==> config.mk <==
export PLATFORM = sky130hd
export DESIGN_NAME = stamp_restart_ctrl
export DESIGN_NICKNAME = d
export VERILOG_FILES = /design/src/rtl/stamp_restart_ctrl.sv
export SDC_FILE = /design/constraint.sdc
export NUM_CORES = 1
export LEC_CHECK = 0
export ABC_AREA = 1
export CAP_MARGIN = 20
export CELL_PAD_IN_SITES_DETAIL_PLACEMENT = 0
export CELL_PAD_IN_SITES_GLOBAL_PLACEMENT = 1
export CORE_UTILIZATION = 25
export CTS_BUF_LIST = sky130_fd_sc_hd__clkbuf_8
export DETAILED_ROUTE_END_ITERATION = 16
export GPL_TIMING_DRIVEN = 0
export PLACE_DENSITY_LB_ADDON = 0.05
export RECOVER_POWER = 25
export SLEW_MARGIN = 5
export SYNTH_ARGS = -nofsm -noshare
export SYNTH_HDL_FRONTEND = slang
export SYNTH_SLANG_ARGS = --single-unit
==> constraint.sdc <==
create_clock -name axi_aclk -period 5.6 [get_ports axi_aclk]
set_clock_uncertainty 0.1 [all_clocks]
set_input_delay 1.12 -clock axi_aclk [delete_from_list [all_inputs] [get_ports axi_aclk]]
set_output_delay 1.12 -clock axi_aclk [all_outputs]
set_load 0.01 [all_outputs]
==> src/rtl/stamp_restart_ctrl.sv <==
// stamp_restart_ctrl
//   Sequences software time-set commands into the stamp counter's
//   restart_time / ntp_timestamp interface on axi_aclk.
//
//   Supported operations (cmd_op):
//     00 no-op (accepted, completes immediately with status ok)
//     01 immediate load of cmd_time
//     10 immediate zero
//     11 load of cmd_time armed on the next rising edge of pps_in
//
//   After the restart pulse the block waits SETTLE_CYCLES, then compares
//   stamp_counter[W-1:6] with the expected value. The modular difference
//   must be <= VERIFY_TOL for the set to count as verified.
//
//   Command handshake: a command is taken on the clock edge where
//   cmd_valid && cmd_ready. cmd_ready is high only in IDLE, so cmd_valid
//   in any other state is ignored (nothing is queued). Completion is a
//   single-cycle done pulse with status valid in the same cycle; status
//   then holds until the next completion.
//
//   Optional feature (macro STAMP_RESTART_ABORT_EN): adds input cmd_abort.
//   In WAIT_PPS or SETTLE it ends the command with status 11, taking
//   priority over a coincident PPS edge or timeout.
//
// Ports:
//   axi_aclk, axi_resetn    clock, asynchronous active-low reset
//   cmd_valid/cmd_ready     command handshake
//   cmd_op, cmd_time        operation and load value
//   pps_in                  PPS level, synchronous to axi_aclk
//   stamp_counter           readback from the stamp counter
//   cmd_abort               (STAMP_RESTART_ABORT_EN only) abort request
//   restart_time            [0] load pulse, [1] zero pulse (registered)
//   ntp_timestamp           value latched at accept of a load op
//   busy, done, status      progress and result (00 ok, 01 verify fail,
//                           10 PPS timeout, 11 aborted)
module stamp_restart_ctrl #(
  parameter int TIMESTAMP_WIDTH = 64,
  parameter int SETTLE_CYCLES   = 16,
  parameter int VERIFY_TOL      = 1024,
  parameter int PPS_TIMEOUT     = 200000000
) (
  input  logic                       axi_aclk,
  input  logic                       axi_resetn,
  input  logic                       cmd_valid,
  output logic                       cmd_ready,
  input  logic [1:0]                 cmd_op,
  input  logic [TIMESTAMP_WIDTH-1:0] cmd_time,
  input  logic                       pps_in,
  input  logic [TIMESTAMP_WIDTH-1:0] stamp_counter,
`ifdef STAMP_RESTART_ABORT_EN
  input  logic                       cmd_abort,
`endif
  output logic [1:0]                 restart_time,
  output logic [TIMESTAMP_WIDTH-1:0] ntp_timestamp,
  output logic                       busy,
  output logic                       done,
  output logic [1:0]                 status
);

  localparam int EW      = TIMESTAMP_WIDTH - 6;
  localparam int CNT_MAX = (PPS_TIMEOUT > SETTLE_CYCLES) ? PPS_TIMEOUT : SETTLE_CYCLES;
  localparam int CNT_W   = $clog2(CNT_MAX + 1);

  localparam logic [CNT_W-1:0] SETTLE_LAST = CNT_W'(SETTLE_CYCLES - 1);
  localparam logic [CNT_W-1:0] PPS_LAST    = CNT_W'(PPS_TIMEOUT - 1);
  localparam logic [EW-1:0]    TOL         = EW'(VERIFY_TOL);

  localparam logic [1:0] ST_OK      = 2'b00;
  localparam logic [1:0] ST_VFAIL   = 2'b01;
  localparam logic [1:0] ST_TIMEOUT = 2'b10;
  localparam logic [1:0] ST_ABORT   = 2'b11;

  typedef enum logic [2:0] {
    IDLE     = 3'd0,
    WAIT_PPS = 3'd1,
    APPLY    = 3'd2,
    SETTLE   = 3'd3,
    VERIFY   = 3'd4,
    DONE     = 3'd5
  } state_t;

  // state_q is the observable FSM state for checkers.
  state_t           state_q, state_d;
  logic             pps_q;
  logic [CNT_W-1:0] cnt_q;
  logic [EW-1:0]    exp_q;
  logic [1:0]       status_q, status_d;
  logic [1:0]       restart_q, restart_d;
  logic [TIMESTAMP_WIDTH-1:0] ntp_q;

  logic          accept;
  logic          pps_edge;
  logic          abort;
  logic [EW-1:0] diff;
  logic          verify_ok;
  logic          unused_lsbs;

`ifdef STAMP_RESTART_ABORT_EN
  assign abort = cmd_abort;
`else
  assign abort = 1'b0;
`endif

  assign accept    = cmd_valid && (state_q == IDLE);
  assign pps_edge  = pps_in && !pps_q;
  // Modular subtraction: a readback that wrapped past all-ones still
  // yields a small positive difference.
  assign diff      = stamp_counter[TIMESTAMP_WIDTH-1:6] - exp_q;
  assign verify_ok = (diff <= TOL);
  // The counter ignores the sub-bit-6 field.
  assign unused_lsbs = ^stamp_counter[5:0];

  always_comb begin
    state_d   = state_q;
    status_d  = status_q;
    restart_d = 2'b00;
    case (state_q)
      IDLE: begin
        if (accept) begin
          case (cmd_op)
            2'b00: begin
              state_d  = DONE;
              status_d = ST_OK;
            end
            2'b11:   state_d = WAIT_PPS;
            default: state_d = APPLY;
          endcase
        end
      end
      WAIT_PPS: begin
        if (abort) begin
          state_d  = DONE;
          status_d = ST_ABORT;
        end else if (pps_edge) begin
          state_d = APPLY;
        end else if (cnt_q == PPS_LAST) begin
          state_d  = DONE;
          status_d = ST_TIMEOUT;
        end
      end
      APPLY:  state_d = SETTLE;
      SETTLE: begin
        if (abort) begin
          state_d  = DONE;
          status_d = ST_ABORT;
        end else if (cnt_q == SETTLE_LAST) begin
          state_d = VERIFY;
        end
      end
      VERIFY: begin
        state_d  = DONE;
        status_d = verify_ok ? ST_OK : ST_VFAIL;
      end
      DONE:    state_d = IDLE;
      default: state_d = IDLE;
    endcase

    // The pulse is registered off the next state so it lines up with APPLY.
    // Only a direct zero command reaches APPLY with the zero bit; entry
    // from WAIT_PPS is always a load.
    if (state_d == APPLY) begin
      if (state_q == IDLE && cmd_op == 2'b10) restart_d = 2'b10;
      else                                    restart_d = 2'b01;
    end
  end

  always_ff @(posedge axi_aclk or negedge axi_resetn) begin
    if (!axi_resetn) begin
      state_q   <= IDLE;
      pps_q     <= 1'b0;
      cnt_q     <= '0;
      exp_q     <= '0;
      status_q  <= ST_OK;
      restart_q <= 2'b00;
      ntp_q     <= '0;
    end else begin
      state_q   <= state_d;
      pps_q     <= pps_in;
      status_q  <= status_d;
      restart_q <= restart_d;

      // One counter serves both the PPS timeout and the settle window;
      // it restarts on every state change.
      if (state_d != state_q) begin
        cnt_q <= '0;
      end else if (state_q == WAIT_PPS || state_q == SETTLE) begin
        cnt_q <= cnt_q + 1'b1;
      end

      if (accept) begin
        if (cmd_op[0]) begin
          ntp_q <= cmd_time;
          exp_q <= cmd_time[TIMESTAMP_WIDTH-1:6];
        end else begin
          exp_q <= '0;
        end
      end
    end
  end

  assign cmd_ready     = (state_q == IDLE);
  assign busy          = (state_q != IDLE);
  assign done          = (state_q == DONE);
  assign status        = status_q;
  assign restart_time  = restart_q;
  assign ntp_timestamp = ntp_q;

endmodule

==> results.py, run 1 <==
metrics = {
    "logic_synthesis": {
        "synth_top_area_share_pct": 32.4,
        "synth_top_area_cell": "dfrtp_1",
        "yosysUniqueCellTypes": 42,
        "synth_edf_count": 0,
        "synthTopCellsByArea": "dfrtp_1 (32%), nand2_1 (24%), inv_1 (13%)",
        "synthFlopType": "dfrtp_1",
        "ys_seq_area_share_pct": 32.4,
        "syn_inst": 1971,
        "ys_seq_elements": 158,
        "async_flop_share_pct": 100,
        "yosysWarnings": 0,
        "synth_area_um2": 12200,
        "synth_fp_nets": 2166,
        "synth.avg_cell_area_um2": 6.19,
    },
    "detailed_routing": {
        "viasPerCell": 4.29,
        "dr_total_vias": 12100,
        "drt_first_pass_iters": 5,
        "drtAntennaViolNets": 0,
        "remaining_drc_errors": 0,
        "wire_per_inst_um": 16.6,
        "drt_iter0_drc": 655,
        "routed_wl_um": 46700,
    },
    "cts": {
        "postCtsHoldBufs": 0,
        "post_cts_buffers": 0,
        "cts_buffer_depth": 2,
        "clk_pin_slew_ns": 0.10,
        "numClockSinks": 158,
        "cts_tree": "built",
        "clk_latency_ns": 0.58,
        "h-tree-depth": 4,
        "cts-root-buf": "clkbuf_8",
        "cts.repair.resized": 0,
        "cts_inserted_buffers": 17,
    },
    "timing": {
        "min_period_ns": 4.05,
        "grt_setup_unrepaired": "false",
        "whs_ns": 0.374,
        "period_share_pct": 72.3,
        "finalSetupViolations": 0,
        "fin_tns_setup_ns": 0,
        "max_slew_margin_pct": -143,
        "hold_violations": 0,
        "drv_slew": 60,
        "fmax_ghz": 0.247,
        "fin_ws_ns": 1.55,
        "worstMarginPinSlew_ns": 3.64,
    },
    "critical_path": {
        "worstRegToRegCells": 17,
        "crit_type": "primary input to register",
        "crit_path_end_kind": "register",
        "cp.required_ns": 5.95,
        "r2r_slack_ns": 2.15,
        "arrival_ns": 4.40,
        "r2r-end": "status[0]$_DFFE_PN0P_",
        "regToRegStartpoint": "exp_q[37]$_DFFE_PN0P_",
        "crit_path_max_fanout": 5,
        "critPathLaunchType": "primary input",
    },
    "power_and_ir_drop": {
        "vdd.ir_drop.worst_mv": 0.160,
        "p_leak_nw": 8.25,
        "power_per_cell_area_nw_per_um2": 432,
    },
    "floorplan": {
        "ios": 205,
        "chipHeight_um": 223,
        "fp.dieW_um": 223,
        "design.core.area_um2": 47900,
        "die_area_um2": 49700,
        "initial_core_util_pct": 25.4,
        "row_count": 80,
    },
    "finish": {
        "fin_area_um2": 15400,
        "final-seq-area_um2": 3950,
        "syn2layout_area_growth_pct": 26.0,
        "layout-drive-gt1-share_pct": 3.32,
        "multi_input_area_um2": 6560,
        "fillers": 5396,
        "fin_util_pct": 32.1,
        "nets": 2384,
    },
    "hold_path": {
        "hold_path_startpoint": "ntp_timestamp[42]$_DFFE_PN0P_",
        "hold_depth": 2,
        "hp-class": "register to register",
        "whs_endpoint": "ntp_timestamp[42]$_DFFE_PN0P_",
    },
    "global_routing": {
        "grt_usage_pct": 19.4,
        "grt_pass1_wl_um": 70700,
        "grt_pass1_vias": 12000,
        "grt-ovfl-total": 0,
        "grt_start_max_net_pins": 100,
        "antenna_found_initial": 6,
    },
    "placed_design": {
        "place_ws_ns": 1.01,
        "routabilityCongestion": 0.878,
        "dp_hpwl_um": 39400,
        "placed_cell_area_um2": 15000,
        "portBuffers": 198,
    },
    "outcome": {
        "violations": "capacitance limit, slew limit",
        "status": "complete, but fails checks",
    },
    "flow_run": {
        "drv_cap": 1,
    },
}
-- worst max path at each step --
stage,from,end,slack (ns),cells after the start
6_report,stamp_counter[43],status[0]$_DFFE_PN0P_,1.55,17
3_3_place_gp,axi_resetn,cnt_q[13]$_DFFE_PN0P_,-4.09,1
3_5_place_dp,stamp_counter[43],status[0]$_DFFE_PN0P_,1.01,17
2_1_floorplan,stamp_counter[44],status[0]$_DFFE_PN0P_,2.59,18
4_1_cts,stamp_counter[43],status[0]$_DFFE_PN0P_,1.66,17
5_1_grt,axi_resetn,ntp_timestamp[53]$_DFFE_PN0P_,0.80,1
-- area by class of cell --
class	count	area share (%)
flip-flops and latches	158	25.7
repair buffers	199	13.0
plain buffers	23	0.684
inverters	420	10.3
clock buffers	19	1.70
well taps	615	5.01
diodes	1	0.0163
clock inverters	11	0.863
multi-input cells	1370	42.7
-- registers in the layout, summed over array words and instances, names as in the netlist --
register	count
exp_q	58
restart_time	2
status	2
cnt_q	28
state_q	3
ntp_timestamp	64
pps_q	1
-- cell usage after synthesis (all sizes together) (3+ instances only) --
cell / n
o22ai: 15
nand3: 70
dfrtp: 158
clkbuf: 18
xor2: 10
o21ai: 79
nor4: 6
and2: 3
o21bai: 4
nor3: 35
nand3b: 17
a21oi: 58
buf: 5
nor3b: 14
inv: 419
nor2: 171
nand4: 23
xnor2: 15
nand2: 780
ha: 61
-- layer usage --
metal	vias to the layer above	global-route usage [%]	part of all wire, %
met3	39	4.40	4.9
met1	5433	27.0	50
met4	8	4.83	1.4
met5	-	0	0.12
li1	6410	-	-
met2	200	30.1	44
-- critical path: stages --
cell	delay, ns
clkdlybuf4s50_1	0.40
ha_1	0.46
nand2_1	0.16
nor2_1	0.27
nand2_1	0.13
nor3_1	0.53
nand3_1	0.27
nand4_1	0.15
nand2_1	0.06
inv_1	0.06
nand2_1	0.07
nor2_1	0.10
nand2_1	0.07
nor2_1	0.11
nand3_1	0.16
nand3_1	0.19
nand2_1	0.08
-- metrics by stage --
stage / cells / total power [mW]
3_3_place_gp: 2784 / 5.77
3_5_place_dp: 2785 / 5.78
2_1_floorplan: 1971 / 4.15
6_report: 2816 / 6.64
5_1_grt: 2815 / 7.29
4_1_cts: 2815 / 6.78
-- kinds of logic after synthesis --
kind of cell	count (synthesis)	share of synthesized area, %
xor+xnor	25	1.86
fa+ha+maj	61	6.26
simple gates	1123	38.6
compound gates	161	7.08
buf+inv	443	13.8
flops	158	32.4
-- where the power goes --
part,leakage [nW],switching (mW),internal (mW)
Combinational,6.00,2.56,1.47
Clock,0.201,0.516,0.421
Sequential,2.06,0.165,1.51
-- layout by cell type, fill, tap and decap left out, types with 23 or more instances in the layout --
| master | netlist | final |
|---|---|---|
| nor2_1 | 167 | 167 |
| nand3_1 | 67 | 67 |
| o21ai_0 | 77 | 77 |
| ha_1 | 61 | 61 |
| nand4_1 | 23 | 23 |
| a21oi_1 | 58 | 58 |
| nand2_1 | 780 | 780 |
| dfrtp_1 | 158 | 158 |
| inv_1 | 412 | 412 |
| clkdlybuf4s50_1 | 0 | 196 |
| nor3_1 | 24 | 24 |
(Power assumes the default switching activity.)
==> run 2: changes to the inputs <==
==> constraint.sdc (replaced) <==
create_clock -name axi_aclk -period 4.2 [get_ports axi_aclk]
set_clock_uncertainty 0.1 [all_clocks]
set_input_delay 0.84 -clock axi_aclk [delete_from_list [all_inputs] [get_ports axi_aclk]]
set_output_delay 0.84 -clock axi_aclk [all_outputs]
set_load 0.01 [all_outputs]
==> run 2 against run 1 <==
Net effect:
- the run still ends with capacitance limit, slew limit left
- non-clock buffer count unchanged
- first-iteration DRC count is the same
- cell area hardly changed
- die area unchanged
- combinational power increased by 33%
- critical path type unchanged
- via count barely moved
- core utilization hardly changed
- largest power group unchanged
- clock-buffer cell count stayed put
- register-to-register slack got worse by 1.4 ns
- final cell count is the same
- critical endpoint unchanged
- worst hold slack unchanged
==> results.py, run 2 (synthesis results as in run 1) <==
metrics = {
    "detailed_routing": {
        "wire_per_inst_um": 16.6,
        "drt_first_pass_iters": 5,
        "remaining_drc_errors": 0,
        "dr_total_vias": 12100,
        "viasPerCell": 4.29,
        "routed_wl_um": 46700,
        "drtAntennaViolNets": 0,
        "drt_iter0_drc": 655,
    },
    "global_routing": {
        "grt_util_met2_pct": 30.1,
        "grt_start_max_net_pins": 100,
        "grt_use_met1_pct": 27.0,
        "grt-busiest-layer": "met2",
        "grt-ovfl-total": 0,
        "antenna_found_initial": 6,
        "use_met3_pct": 4.40,
        "grt_pass1_wl_um": 70700,
        "grt_pass1_vias": 12000,
        "grt_usage_pct": 19.4,
    },
    "cts": {
        "cts-root-buf": "clkbuf_8",
        "postCtsHoldBufs": 0,
        "cts_inserted_buffers": 17,
        "clk_pin_slew_ns": 0.10,
        "numClockSinks": 158,
        "post_cts_buffers": 0,
        "cts.repair.resized": 0,
        "cts_tree": "built",
        "clk_latency_ns": 0.58,
        "cts_buffer_depth": 2,
        "h-tree-depth": 4,
    },
    "outcome": {
        "status": "complete, but fails checks",
        "violations": "capacitance limit, slew limit",
    },
    "critical_path": {
        "arrival_ns": 4.12,
        "worstRegToRegCells": 17,
        "crit_type": "primary input to register",
        "cp.required_ns": 4.55,
        "crit_path_end_kind": "register",
        "crit_top_cell": "nand2_1",
        "crit_path_max_fanout": 5,
        "crit_path_max_incr_delay_ns": 0.53,
        "critPathLaunchType": "primary input",
        "regToRegStartpoint": "exp_q[37]$_DFFE_PN0P_",
        "crit_path_top_delay_cell": "nor3_1",
        "worstSetupStartpoint": "stamp_counter[43]",
        "path_cells": "clkdlybuf4s50_1, ha_1, nand2_1, nor2_1, nand2_1, nor3_1, nand3_1, nand4_1, nand2_1, inv_1, nand2_1, nor2_1, nand2_1, nor2_1, nand3_1, nand3_1, nand2_1",
    },
    "placed_design": {
        "routabilityCongestion": 0.878,
        "portBuffers": 198,
        "placed_cell_area_um2": 15000,
        "dp_hpwl_um": 39400,
    },
    "finish": {
        "nets": 2384,
        "final_common_cell": "nand2_1",
        "layout-drive-gt1-share_pct": 3.32,
        "largest_register_ffs": 64,
        "fin_area_um2": 15400,
        "syn2layout_area_growth_pct": 26.0,
        "final_cell_mix": "nand2_1 (780), inv_1 (412), clkdlybuf4s50_1 (196)",
        "fin_util_pct": 32.1,
    },
    "floorplan": {
        "ios": 205,
        "design.core.area_um2": 47900,
        "initial_core_util_pct": 25.4,
        "die_area_um2": 49700,
        "chipHeight_um": 223,
        "row_count": 80,
        "fp.dieW_um": 223,
    },
    "flow_run": {
        "drv_cap": 1,
    },
    "timing": {
        "drv_slew": 60,
        "finalSetupViolations": 0,
        "worstMarginPinSlew_ns": 3.03,
        "min_period_ns": 3.77,
        "period_share_pct": 89.8,
        "max_slew_margin_pct": -102,
        "grt_setup_unrepaired": "false",
        "hold_violations": 0,
        "fmax_ghz": 0.265,
    },
    "hold_path": {
        "hold_path_startpoint": "ntp_timestamp[42]$_DFFE_PN0P_",
        "hold_depth": 2,
        "hp-class": "register to register",
    },
    "power_and_ir_drop": {
        "power_per_cell_area_nw_per_um2": 576,
        "vdd.ir_drop.worst_mv": 0.213,
        "p_leak_nw": 8.27,
    },
}
run 2: cell types whose count changed in the layout (fill, tap and decap cells not counted):
cell / before / now
clkbuf_1: 19 / 18
dlymetal6s4s_1: 0 / 1
run 2: per-layer routing:
layer | vias to the layer above | routed length [um]
li1 | 6410 | -
met1 | 5437 | 23400
met2 | 198 | 20400
met3 | 39 | 2180
met4 | 8 | 660
met5 | - | 58
run 2: power breakdown:
part	total, mW	switching (mW)	leakage [nW]	internal (mW)
logic	5.37	3.41	6.01	1.96
registers	2.23	0.220	2.06	2.01
clock network	1.25	0.688	0.201	0.561
total	8.86	4.32	8.27	4.53
run 2: final cells by class:
| cell class | count | area (um2) |
|---|---|---|
| sequential | 158 | 3950 |
| fill | 5396 | 32600 |
| tap | 615 | 769 |
| inverter | 420 | 1580 |
| timing repair buffer | 199 | 2010 |
| buffer | 23 | 105 |
| clock inverter | 11 | 133 |
| multi-input combinational | 1370 | 6560 |
| clock buffer | 19 | 262 |
| antenna | 1 | 2.50 |
run 2: path summary, 6_finish.rpt:
path / end / slack, ns
worst max-delay path: status[0]$_DFFE_PN0P_ / 0.43
worst min-delay path: ntp_timestamp[42]$_DFFE_PN0P_ / 0.37
worst max register to register: status[0]$_DFFE_PN0P_ / 0.75
worst min register to register: ntp_timestamp[42]$_DFFE_PN0P_ / 0.37
max in group asynchronous: exp_q[56]$_DFFE_PN0P_ / 0.99
min in group asynchronous: ntp_timestamp[41]$_DFFE_PN0P_ / 1.21
run 2: metrics by stage:
stage	setup WS (ns)	std cells	setup TNS (ns)	total power, mW	hold slack [ns]
final	0.429	2816	0	8.86	0.374
after global routing	0.163	2815	0	9.73	0.394
after CTS	0.542	2815	0	9.04	0.00461
after detailed placement	-0.108	2785	-0.108	7.70	0.357
after global placement	-5.21	2784	-819.40	7.70	0.353
after floorplan	1.47	1971	0	5.53	0.357
run 2: worst max-delay path, delay by kind of cell:
| kind | cells | cell delay, ns |
|---|---|---|
| and+or+nand+nor | 14 | 2.35 |
| buffers and inverters | 2 | 0.46 |
| adders and majority gates | 1 | 0.46 |
==> run 3: changes to the inputs <==
--- a/config.mk
+++ b/config.mk
@@ -15,6 +15,7 @@
 export GPL_TIMING_DRIVEN = 0
 export PLACE_DENSITY_LB_ADDON = 0.05
 export RECOVER_POWER = 25
+export SKIP_LAST_GASP = 1
 export SLEW_MARGIN = 5
 export SYNTH_ARGS = -nofsm -noshare
 export SYNTH_HDL_FRONTEND = slang
==> constraint.sdc (replaced) <==
create_clock -name axi_aclk -period 3.25 [get_ports axi_aclk]
set_clock_uncertainty 0.1 [all_clocks]
set_input_delay 0.65 -clock axi_aclk [delete_from_list [all_inputs] [get_ports axi_aclk]]
set_output_delay 0.65 -clock axi_aclk [all_outputs]
set_load 0.01 [all_outputs]
==> run 3 against run 2 <==
Net effect:
- the run still ends with capacitance limit, slew limit left
- clock power grew 29%
- first-iteration DRC count down 0.61%
- routed wire length is 0.16% higher
- flip-flop and latch count unchanged
- global-route usage unchanged
- critical endpoint unchanged
- worst setup slack got worse by 0.38 ns
- highest routed layer unchanged
- core utilization increased by 0.34 points
- sequential share of layout area down 0.27 points
- register-to-register slack got worse by 0.55 ns
- final cell count about the same
- clock-buffer cell count unchanged
==> results.py, run 3 (synthesis results as in run 1) <==
metrics = {
    "outcome": {
        "status": "complete, but fails checks",
        "violations": "capacitance limit, slew limit",
    },
    "timing": {
        "finalSetupViolations": 0,
        "max_slew_margin_pct": -10.8,
        "period_share_pct": 98.4,
        "worstMarginPinSlew_ns": 1.66,
        "grt_setup_unrepaired": "true",
        "fin_ws_ns": 0.0529,
        "min_period_ns": 3.20,
        "whs_ns": 0.374,
        "fmax_ghz": 0.313,
        "hold_violations": 0,
        "drv_slew": 61,
    },
    "power_and_ir_drop": {
        "p_leak_nw": 8.25,
        "vdd.ir_drop.worst_mv": 0.275,
        "total_power_mw": 11.6,
        "power_per_cell_area_nw_per_um2": 744,
    },
    "global_routing": {
        "grt-ovfl-total": 0,
        "grt_usage_pct": 19.4,
        "grt_start_max_net_pins": 100,
        "grt_pass1_wl_um": 70700,
        "grt_pass1_vias": 12000,
        "antenna_found_initial": 6,
    },
    "cts": {
        "cts-root-buf": "clkbuf_8",
        "cts_buffer_depth": 2,
        "cts_inserted_buffers": 17,
        "clk_pin_slew_ns": 0.10,
        "numClockSinks": 158,
        "cts_tree": "built",
        "h-tree-depth": 4,
        "clk_latency_ns": 0.58,
    },
    "detailed_routing": {
        "dr_total_vias": 12100,
        "routed_wl_um": 46800,
        "drt_iter0_drc": 651,
        "wire_per_inst_um": 16.6,
        "drt_first_pass_iters": 5,
        "remaining_drc_errors": 0,
        "viasPerCell": 4.31,
        "drtAntennaViolNets": 0,
    },
    "floorplan": {
        "ios": 205,
        "die_area_um2": 49700,
        "fp.dieW_um": 223,
        "initial_core_util_pct": 25.4,
        "design.core.area_um2": 47900,
        "chipHeight_um": 223,
        "row_count": 80,
    },
    "placed_design": {
        "placed_cell_area_um2": 15000,
        "dp_cells": 2785,
        "dp_hpwl_um": 39400,
        "portBuffers": 198,
        "place_ws_ns": -0.868,
        "routabilityCongestion": 0.878,
    },
    "hold_path": {
        "hp-class": "register to register",
    },
    "finish": {
        "stdcell_count": 2818,
        "fin_area_um2": 15500,
        "final_cell_mix": "nand2_1 (771), inv_1 (412), clkdlybuf4s50_1 (196)",
        "largest_register_ffs": 64,
        "syn2layout_area_growth_pct": 27.4,
        "final_common_cell": "nand2_1",
        "nets": 2386,
        "layout-drive-gt1-share_pct": 5.95,
        "fillers": 5388,
    },
    "critical_path": {
        "crit_path_max_fanout": 5,
        "r2r_slack_ns": 0.20,
        "crit_path_end_kind": "register",
        "critPathLaunchType": "primary input",
        "arrival_ns": 3.55,
        "cp.required_ns": 3.61,
        "crit_type": "primary input to register",
    },
    "flow_run": {
        "drv_cap": 1,
    },
}
## run 3: final timing paths
| path | depth (start not counted) | startpoint | endpoint |
|---|---|---|---|
| max in group asynchronous | 3 | axi_resetn | cnt_q[7]$_DFFE_PN0P_ |
| min in group asynchronous | 2 | axi_resetn | ntp_timestamp[41]$_DFFE_PN0P_ |
| min | 2 | ntp_timestamp[42]$_DFFE_PN0P_ | ntp_timestamp[42]$_DFFE_PN0P_ |
| min reg2reg | 2 | ntp_timestamp[42]$_DFFE_PN0P_ | ntp_timestamp[42]$_DFFE_PN0P_ |
| max | 17 | stamp_counter[44] | status[0]$_DFFE_PN0P_ |
| max reg2reg | 17 | exp_q[13]$_DFFE_PN0P_ | status[0]$_DFFE_PN0P_ |
## run 3: final cells by class
cell class | instances | area [um2] | share of cell area (%)
Clock buffer | 19 | 262 | 1.68
Clock inverter | 11 | 133 | 0.853
Timing Repair Buffer | 201 | 2010 | 12.9
Sequential cell | 158 | 3950 | 25.4
Antenna cell | 1 | 2.50 | 0.0161
Tap cell | 615 | 769 | 4.95
Buffer | 23 | 105 | 0.676
Inverter | 420 | 1580 | 10.2
Multi-Input combinational cell | 1370 | 6730 | 43.3
## run 3: stage by stage
step / util, % / setup TNS (ns)
global route: 32.4 / -0.0713
finish: 32.4 / 0
global placement: 31.2 / -946.79
CTS: 32.1 / 0
detailed placement: 31.3 / -6.66
floorplan: - / 0
## run 3: worst max-delay path: stages
cell and delay (ns):
clkdlybuf4s50_1 0.41, ha_1 0.45, nand2_1 0.16, nor2_2 0.22, nand2_1 0.12, nor3_2 0.32
nand3_1 0.23, nand4_1 0.14, nand2_1 0.06, inv_1 0.06, nand2_1 0.07, nor2_1 0.10
nand2_1 0.07, nor2_1 0.10, nand3_1 0.18, nand3_2 0.15, nand2_1 0.07
## run 3: where the power goes
part | total (mW) | internal [mW] | switching (mW)
Sequential | 2.89 | 2.60 | 0.284
Combinational | 7.06 | 2.59 | 4.48
Clock | 1.61 | 0.725 | 0.890
Total | 11.6 | 5.91 | 5.65
## run 3: what timing repair did
action                     4_1_cts  5_1_grt
setup buffers                    0        1
setup endpoints to repair        1       21
hold endpoints to repair        59        0
gates resized for setup          5       52
pin swaps                        0        1
hold buffers                     1        0
## run 3: routing by layer
layer  vias up  track usage (%)  share of wire [%]
met3        39             4.40                4.6
met4         8             4.81                1.4
met2       196             30.1                 44
met5         -                0               0.12
met1      5470             27.0                 50
li1       6419                -                  -
